File: config.mk
export PLATFORM = sky130hd
export DESIGN_NAME = mc_controller_fsm
export DESIGN_NICKNAME = d
export VERILOG_FILES = /design/src/rtl/mc_controller_fsm.sv
export SDC_FILE = /design/constraint.sdc
export NUM_CORES = 1
export LEC_CHECK = 0
export ABC_CLOCK_PERIOD_IN_PS = 1530
export BUFFER_PORTS_ARGS = -buffer_cell sky130_fd_sc_hd__buf_2
export CORE_UTILIZATION = 48
export CTS_CLUSTER_SIZE = 12
export DETAILED_ROUTE_END_ITERATION = 8
export PLACE_DENSITY = 0.74
export SYNTH_ARGS = -nofsm -noshare
export SYNTH_HDL_FRONTEND = slang
export SYNTH_SLANG_ARGS = --single-unit
File: constraint.sdc
create_clock -name clk -period 1.53 [get_ports clk]
set_clock_uncertainty 0.15 [all_clocks]
set_input_delay 0.153 -clock clk [delete_from_list [all_inputs] [get_ports clk]]
set_output_delay 0.153 -clock clk [all_outputs]
set_load 0.005 [all_outputs]
File: src/rtl/mc_controller_fsm.sv
// ---------------------------------------------------------------------------
// mc_controller_fsm
//
// Main control FSM of a multicycle MIPS core. The opcode is decoded over
// several cycles and drives the datapath enables, mux selects and the 3-bit
// aluop consumed by the downstream ALU decoder. A memory-ready handshake
// stretches the fetch, load-read and store-write cycles. A sticky watchdog
// flags memory that stalls for MAX_WAIT consecutive cycles.
//
// Build option:
//   MC_CONTROLLER_BNE_EN - when defined, opcode 000101 (bne) dispatches to
//                          the branch state and drives branch_ne_o.
//                          Otherwise bne is illegal and branch_ne_o is 0.
//
// Parameters:
//   MAX_WAIT      - consecutive memory wait cycles before mem_timeout_o sets
//                   (1..255)
//
// Ports:
//   clk           - rising-edge clock
//   reset         - asynchronous, active-low reset
//   op_i          - opcode from the instruction register (sampled in DECODE)
//   mem_ready_i   - memory completes the current access this cycle
//   pcwrite_o, branch_o, irwrite_o, regwrite_o, memwrite_o - write enables
//   iord_o, alusrca_o, memtoreg_o, regdst_o                - mux selects
//   alusrcb_o     - ALU B select (00 reg, 01 const 4, 10 imm, 11 imm<<2)
//   pcsrc_o       - PC source (00 ALU result, 01 ALUOut, 10 jump target)
//   aluop_o       - 000 add, 001 sub, 010 and, 011 or, 100 slt, 111 funct
//   branch_ne_o   - branch on not-equal (bne builds only)
//   mem_timeout_o - sticky watchdog flag
// ---------------------------------------------------------------------------
module mc_controller_fsm #(
    parameter int unsigned MAX_WAIT = 15
) (
    input  logic       clk,
    input  logic       reset,
    input  logic [5:0] op_i,
    input  logic       mem_ready_i,
    output logic       pcwrite_o,
    output logic       branch_o,
    output logic       irwrite_o,
    output logic       regwrite_o,
    output logic       memwrite_o,
    output logic       iord_o,
    output logic       alusrca_o,
    output logic       memtoreg_o,
    output logic       regdst_o,
    output logic [1:0] alusrcb_o,
    output logic [1:0] pcsrc_o,
    output logic [2:0] aluop_o,
    output logic       branch_ne_o,
    output logic       mem_timeout_o
);

    typedef enum logic [3:0] {
        S_FETCH  = 4'd0,
        S_DECODE = 4'd1,
        S_MEMADR = 4'd2,
        S_MEMRD  = 4'd3,
        S_MEMWB  = 4'd4,
        S_MEMWR  = 4'd5,
        S_EXEC   = 4'd6,
        S_ALUWB  = 4'd7,
        S_BRANCH = 4'd8,
        S_IMMEX  = 4'd9,
        S_IMMWB  = 4'd10,
        S_JUMP   = 4'd11
    } state_t;

    localparam logic [5:0] OP_LW    = 6'b100011;
    localparam logic [5:0] OP_SW    = 6'b101011;
    localparam logic [5:0] OP_RTYPE = 6'b000000;
    localparam logic [5:0] OP_BEQ   = 6'b000100;
    localparam logic [5:0] OP_BNE   = 6'b000101;
    localparam logic [5:0] OP_ADDI  = 6'b001000;
    localparam logic [5:0] OP_ANDI  = 6'b001100;
    localparam logic [5:0] OP_ORI   = 6'b001101;
    localparam logic [5:0] OP_SLTI  = 6'b001010;
    localparam logic [5:0] OP_J     = 6'b000010;

    localparam logic [7:0] MAX_WAIT_C = 8'(MAX_WAIT);

    state_t     state_q, state_d;
    logic [5:0] op_q, op_d;
    logic [7:0] wait_cnt_q, wait_cnt_d;
    logic       timeout_q, timeout_d;
    logic       waiting;

    // Raw enables before reset gating.
    logic pcwrite_en, branch_en, irwrite_en, regwrite_en, memwrite_en;

    // ---------------- state register ----------------
    // NOTE: sequential state uses non-blocking assignments so every register
    // samples pre-edge values; the async reset sits in the sensitivity list.
    always_ff @(posedge clk or negedge reset) begin
        if (!reset) begin
            state_q    <= S_FETCH;
            op_q       <= '0;
            wait_cnt_q <= '0;
            timeout_q  <= 1'b0;
        end else begin
            state_q    <= state_d;
            op_q       <= op_d;
            wait_cnt_q <= wait_cnt_d;
            timeout_q  <= timeout_d;
        end
    end

    // ---------------- next-state logic ----------------
    // NOTE: every always_comb output gets a default first so no path can
    // leave it unassigned and infer a latch.
    always_comb begin
        state_d = state_q;
        op_d    = op_q;
        case (state_q)
            S_FETCH:  if (mem_ready_i) state_d = S_DECODE;
            S_DECODE: begin
                op_d = op_i;
                case (op_i)
                    OP_LW, OP_SW:                      state_d = S_MEMADR;
                    OP_RTYPE:                          state_d = S_EXEC;
                    OP_BEQ:                            state_d = S_BRANCH;
`ifdef MC_CONTROLLER_BNE_EN
                    OP_BNE:                            state_d = S_BRANCH;
`endif
                    OP_ADDI, OP_ANDI, OP_ORI, OP_SLTI: state_d = S_IMMEX;
                    OP_J:                              state_d = S_JUMP;
                    default:                           state_d = S_FETCH;
                endcase
            end
            S_MEMADR: state_d = (op_q == OP_SW) ? S_MEMWR : S_MEMRD;
            S_MEMRD:  if (mem_ready_i) state_d = S_MEMWB;
            S_MEMWR:  if (mem_ready_i) state_d = S_FETCH;
            S_EXEC:   state_d = S_ALUWB;
            S_IMMEX:  state_d = S_IMMWB;
            default:  state_d = S_FETCH;
        endcase
    end

    // ---------------- watchdog ----------------
    // Only the three memory states can stall, and they stall exactly when
    // mem_ready_i is low; every other cycle either completes the access or
    // changes state, so the counter clears whenever we are not waiting.
    always_comb begin
        waiting    = ((state_q == S_FETCH) || (state_q == S_MEMRD) ||
                      (state_q == S_MEMWR)) && !mem_ready_i;
        wait_cnt_d = '0;
        if (waiting) begin
            wait_cnt_d = (wait_cnt_q == 8'hFF) ? 8'hFF : wait_cnt_q + 8'd1;
        end
        timeout_d  = timeout_q | (wait_cnt_q == MAX_WAIT_C);
    end

    // ---------------- output logic ----------------
    always_comb begin
        pcwrite_en  = 1'b0;
        branch_en   = 1'b0;
        irwrite_en  = 1'b0;
        regwrite_en = 1'b0;
        memwrite_en = 1'b0;
        iord_o      = 1'b0;
        alusrca_o   = 1'b0;
        memtoreg_o  = 1'b0;
        regdst_o    = 1'b0;
        alusrcb_o   = 2'b00;
        pcsrc_o     = 2'b00;
        aluop_o     = 3'b000;
        case (state_q)
            S_FETCH: begin
                alusrcb_o  = 2'b01;
                irwrite_en = mem_ready_i;
                pcwrite_en = mem_ready_i;
            end
            S_DECODE: alusrcb_o = 2'b11;
            S_MEMADR: begin
                alusrca_o = 1'b1;
                alusrcb_o = 2'b10;
            end
            S_MEMRD:  iord_o = 1'b1;
            S_MEMWB: begin
                regwrite_en = 1'b1;
                memtoreg_o  = 1'b1;
            end
            S_MEMWR: begin
                iord_o      = 1'b1;
                memwrite_en = mem_ready_i;
            end
            S_EXEC: begin
                alusrca_o = 1'b1;
                aluop_o   = 3'b111;
            end
            S_ALUWB: begin
                regdst_o    = 1'b1;
                regwrite_en = 1'b1;
            end
            S_BRANCH: begin
                alusrca_o = 1'b1;
                aluop_o   = 3'b001;
                branch_en = 1'b1;
                pcsrc_o   = 2'b01;
            end
            S_IMMEX: begin
                alusrca_o = 1'b1;
                alusrcb_o = 2'b10;
                case (op_q)
                    OP_ANDI: aluop_o = 3'b010;
                    OP_ORI:  aluop_o = 3'b011;
                    OP_SLTI: aluop_o = 3'b100;
                    default: aluop_o = 3'b000;
                endcase
            end
            S_IMMWB:  regwrite_en = 1'b1;
            S_JUMP: begin
                pcwrite_en = 1'b1;
                pcsrc_o    = 2'b10;
            end
            default: ;
        endcase
    end

    // FETCH gates its enables with mem_ready_i, so while reset holds the
    // state in FETCH the enables must also be masked by reset itself.
    assign pcwrite_o     = pcwrite_en  & reset;
    assign branch_o      = branch_en   & reset;
    assign irwrite_o     = irwrite_en  & reset;
    assign regwrite_o    = regwrite_en & reset;
    assign memwrite_o    = memwrite_en & reset;
    assign mem_timeout_o = timeout_q;

`ifdef MC_CONTROLLER_BNE_EN
    assign branch_ne_o = (state_q == S_BRANCH) && (op_q == OP_BNE);
`else
    assign branch_ne_o = 1'b0;
`endif

endmodule
# Word level (Yosys, flattened, before mapping)
# Cells that the tools add are included.
# W data, S select, Z words.
dict set report totals {
  word_cells 73
  out_inout_bits 18
  reg_bits 19
}
dict set report op_classes {
  n_eq_ne 28
  reduce_logical 13
  n_bitwise 6
  mux 21
  add_sub_neg 1
}
# op count
set ops {}
lappend ops {{$eq A6 B4 Y1 const B} 7}
lappend ops {{$pmux W4 S7} 1}
lappend ops {{$pmux W4 S5} 1}
lappend ops {{$eq A6 B6 Y1 const B} 3}
lappend ops {{$pmux W3 S3} 2}
lappend ops {{$eq A4 B3 Y1 const B} 4}
lappend ops {{$eq A4 B4 Y1 const B} 4}
lappend ops {{$mux W8} 2}
lappend ops {{$mux W4} 3}
lappend ops {{$add A8 B1 Y8 const B} 1}
lappend ops {{$eq A4 B2 Y1 const B} 2}
lappend ops {{$eq A8 B4 Y1 const B} 1}
lappend ops {{$eq A8 B8 Y1 const B} 1}
lappend ops {{$mux W1} 8}
lappend ops {{$reduce_or A4 Y1} 2}
lappend ops {{$eq A6 B2 Y1 const B} 1}
lappend ops {{$eq A6 B3 Y1 const B} 1}
lappend ops {{$logic_not A6 Y1} 1}
lappend ops {{$ne A2 B2 Y1 const B} 3}
lappend ops {{$pmux W2 S3} 1}
lappend ops {{$reduce_or A2 Y1} 3}
lappend ops {{$and A1 B1 Y1} 5}
lappend ops {{$eq A4 B1 Y1 const B} 1}
lappend ops {{$logic_not A4 Y1} 1}
lappend ops {{other kinds (9)} 10}

# Logic depth before layout (Yosys ltp)
dict set report logic_depth {
  word_depth 5
  mapped_depth 5
  depth_no_buf 4
}

# Worst setup path after synthesis
# OpenSTA, ideal clock, no wires.
dict set report synth_timing {
  path_type {reg2out}
  from {register state_q[2]}
  to {output port irwrite_o}
  slack_ns -0.048
  path_stages_with_launch 4
  t_arrival_ns 1.275
  path_buffers 1
  path_cell_list {dfrtp_1 > clkbuf_1 > or4_1 > nor2_1}
}
dict set report synth_via {
  elab_chain_len 3
}
# item line
set synth_rtl {}
lappend synth_rtl {{from (decl)} 83} ;# state_t state_q, state_d;
lappend synth_rtl {{from (signal assigned)} 102} ;# state_q <= state_d;
lappend synth_rtl {{$logic_not A4 Y1} 168} ;# case (state_q)
lappend synth_rtl {{$mux W1} 168}
lappend synth_rtl {{$and A1 B1 Y1} 225} ;# assign irwrite_o = irwrite_en & reset;
lappend synth_rtl {{to (decl)} 41} ;# output logic irwrite_o,
# No other way between the ends.

# Worst setup path after layout
dict set report layout_timing {
  from {register op_q[4]}
  to {output port aluop_o[1]}
}
dict set report layout_via {
  elab_chain_len 3
}
# item line
set layout_rtl {}
lappend layout_rtl {{from (decl)} 84} ;# logic [5:0] op_q, op_d;
lappend layout_rtl {{from (signal assigned)} 103} ;# op_q <= op_d;
lappend layout_rtl {{$eq A6 B4 Y1} 205} ;# case (op_q)
lappend layout_rtl {{$pmux W3 S3 (*)} 205}
lappend layout_rtl {{$pmux W3 S3 (*)} 168}
lappend layout_rtl {{to (decl)} 50} ;# output logic [2:0] aluop_o,
# Mark *: on every way between the ends. The rest lies on a longest branch, timed or not.

==> results_dict.tcl <==
set metrics [dict create \
    synth.area.top_cells "dfrtp_1 38%, mux2_2 6.3%, a211oi_1 3.0%" \
    min_period_ns 2.09 \
    place_congestion 0.781 \
    grt_usage_pct 36.0 \
    finalPower_mw 3.67 \
    violations "setup timing" \
    critical-path-top-delay-family "simple AND/OR/NAND/NOR gates" \
    worst-path-stages 4 \
    port_buffers 25 \
    rsz0062_at_grt "true" \
    fin_nets 214 \
    drt_iter0_drc 128 \
    viasPerCell 7.06 \
    synth_most_common_cell "dfrtp_1" \
    reg2regPathDepth 7 \
    r2r_end "state_q[0]" \
    wl_um 6080 \
    cp.arrival_ns 1.79 \
    diodes 0 \
    avgSynthCellArea_um2 9.82 \
    p_per_area_mw_per_mm2 1630 \
    path_clk_slew_ns 0.11 \
    tns_ns -9.24 \
    clockBufferDepth 2 \
    die_x_um 53.2 \
    grt_pass1_wl_um 6980 \
    netlist-cell-type-count 50 \
    critPathSlowestCell "or4bb_1" \
    drive_gt1_share_pct 66.0 \
    grt_pass1_vias 1428 \
    synth_area_mm2 0.00126 \
    cap_violations 0 \
    fin_area_mm2 0.00225 \
    synth_warnings 0 \
    synthCells 128 \
    synth_edf_count 0 \
    setup_viol 34 \
    ant_nets 0 \
    place_inst 201 \
    grt_max_degree 12 \
    rows 18 \
    tightest_slew_ns 0.555 \
    drc 0 \
    cts_tree "yes" \
    pre_cts_ws_ns -0.168 \
    path_cells "or4bb_1 -> nor3_2 -> nand2b_1 -> buf_2" \
    clockRootBuffer "clkbuf_4" \
    die_h_um 53.2 \
    whs_path_depth 2 \
    dp_hpwl_um 2320 \
    antenna_found_initial 0 \
    synthFlopType "dfrtp_1" \
    whs_ns 0.0156 \
    synth_common_cells "19 x dfrtp_1, 7 x mux2_2, 6 x nand2_1, 6 x nand2b_1, 6 x nor3_1" \
    yosysSeqAreaShare_pct 37.8 \
    hold_violations 0 \
    cp_data_required_time_ns 1.23 \
    final_cells 233 \
    hold_class "in -> reg" \
    first_pass_iters 5 \
    hp-start "op_i[3]" \
    rrSetupSlack_ns -0.31 \
    cts_inserted_buffers 3 \
    critical_path_class "reg -> out" \
    syn_nets 138 \
    area_growth_syn_to_layout_pct 79.2 \
    peakVddDrop_mv 1.53 \
    cts.sinks 19 \
    crit_fanout 2 \
    status "complete, but fails checks" \
    synthArstFlopShare_pct 100 \
    final_core_util_pct 91.0 \
    fin_crit_sh_pct 137 \
    synth_top_area_cell "dfrtp_1" \
    synth_top_area_share_pct 37.8 \
    clock.fmax_ghz 0.478 \
    crit_path_start_kind "register" \
    dieArea_mm2 0.00283 \
    core_area_mm2 0.00248 \
    endpoint_kind "output pin" \
    initial_core_util_pct 50.8 \
    grt-ovfl-total 0 \
    p_leak_nw 0.978 \
    wl_per_cell_um 26.1 \
    placed_area_mm2 0.00159 \
    whs_endpoint "op_q[3]" \
    r2r-start "state_q[3]" \
    cts_max_level 1 \
    insertion_delay_ns 0.32 \
    io_pins 27 \
    ys_seq_elements 19 \
    max_slew_margin_pct 62.9 \
    setup_slack_ns -0.563 \
    cp-startpoint "op_q[4]" \
    via_count 1645 \
    slew_viol_final 0 \
    crit_buf_inv 1 \
    max_stage_delay_ns 0.56 \
]
-- power by group --
part	switching [mW]	total (mW)	internal [mW]
logic	1.22	2.59	1.37
registers	0.156	0.803	0.647
clock network	0.178	0.280	0.102
total	1.55	3.67	2.12
-- what timing repair did --
item | CTS | global route
hold buffers | 4 | 0
pin swaps | 19 | 17
setup buffers | 18 | 12
endpoints found under the hold margin | 22 | 0
setup endpoints to repair | 34 | 34
gates resized for setup | 62 | 31
-- logic make-up after synthesis --
kind of cell / count (synthesis) / share of synthesized area (%)
AO/OA/AOI/OAI: 30 / 17.7
XOR/XNOR: 4 / 2.79
multiplexers: 8 / 7.46
flip-flops: 19 / 37.8
buffers and inverters: 11 / 4.18
adder cells (fa/ha/maj): 1 / 0.995
AND/OR/NAND/NOR: 54 / 28.8
other: 1 / 0.298
-- worst register-to-register path, cell delays in order (launching register included) --
cell and delay (ns):
dfrtp_2 0.50, buf_6 0.17, buf_6 0.12, nor4b_4 0.27
buf_6 0.21, nand3_4 0.11, buf_6 0.15, o22ai_2 0.10
-- routing by layer --
| metal | vias up | share of wire, % | track usage (%) |
|---|---|---|---|
| met4 | 0 | 6.8 | 20.6 |
| met1 | 800 | 35 | 41.4 |
| met5 | - | 0 | 0 |
| met3 | 48 | 11 | 5.17 |
| li1 | 645 | - | - |
| met2 | 152 | 47 | 62.9 |
-- worst max-delay path by stage --
stage | endpoint
final | aluop_o[1]
after floorplan | op_q[0]
after global routing | aluop_o[0]
after detailed placement | aluop_o[0]
after CTS | aluop_o[0]
after global placement | aluop_o[0]
-- cells in the final DEF (no fill, tap or decap), types with 3 or more instances in the layout --
cell | synthesis | routed
a211oi_2 | 0 | 5
a21oi_1 | 4 | 3
a31oi_1 | 3 | 3
buf_2 | 2 | 25
buf_4 | 2 | 27
buf_6 | 0 | 23
clkbuf_4 | 0 | 3
dfrtp_1 | 19 | 15
dfrtp_2 | 0 | 4
dlygate4sd3_1 | 0 | 4
mux2_4 | 1 | 7
nand2_1 | 6 | 5
nand2b_4 | 0 | 4
nand3_1 | 4 | 4
nand4_1 | 4 | 4
nor3_2 | 0 | 3
nor4b_4 | 1 | 3
or2_4 | 0 | 3
-- sequential cells by signal (all words and copies together) (netlist names) --
register,cells
wait_cnt_q,8
state_q,4
mem_timeout_o,1
op_q,6
-- cell type report --
cell class / count / area (um^2)
Timing Repair Buffer: 80 / 642
Fill cell: 85 / 224
Multi-Input combinational cell: 98 / 1060
Sequential cell: 19 / 480
Tap cell: 30 / 37.5
Inverter: 2 / 7.51
Clock buffer: 4 / 26.3
Power figures use the tool's default switching activity.
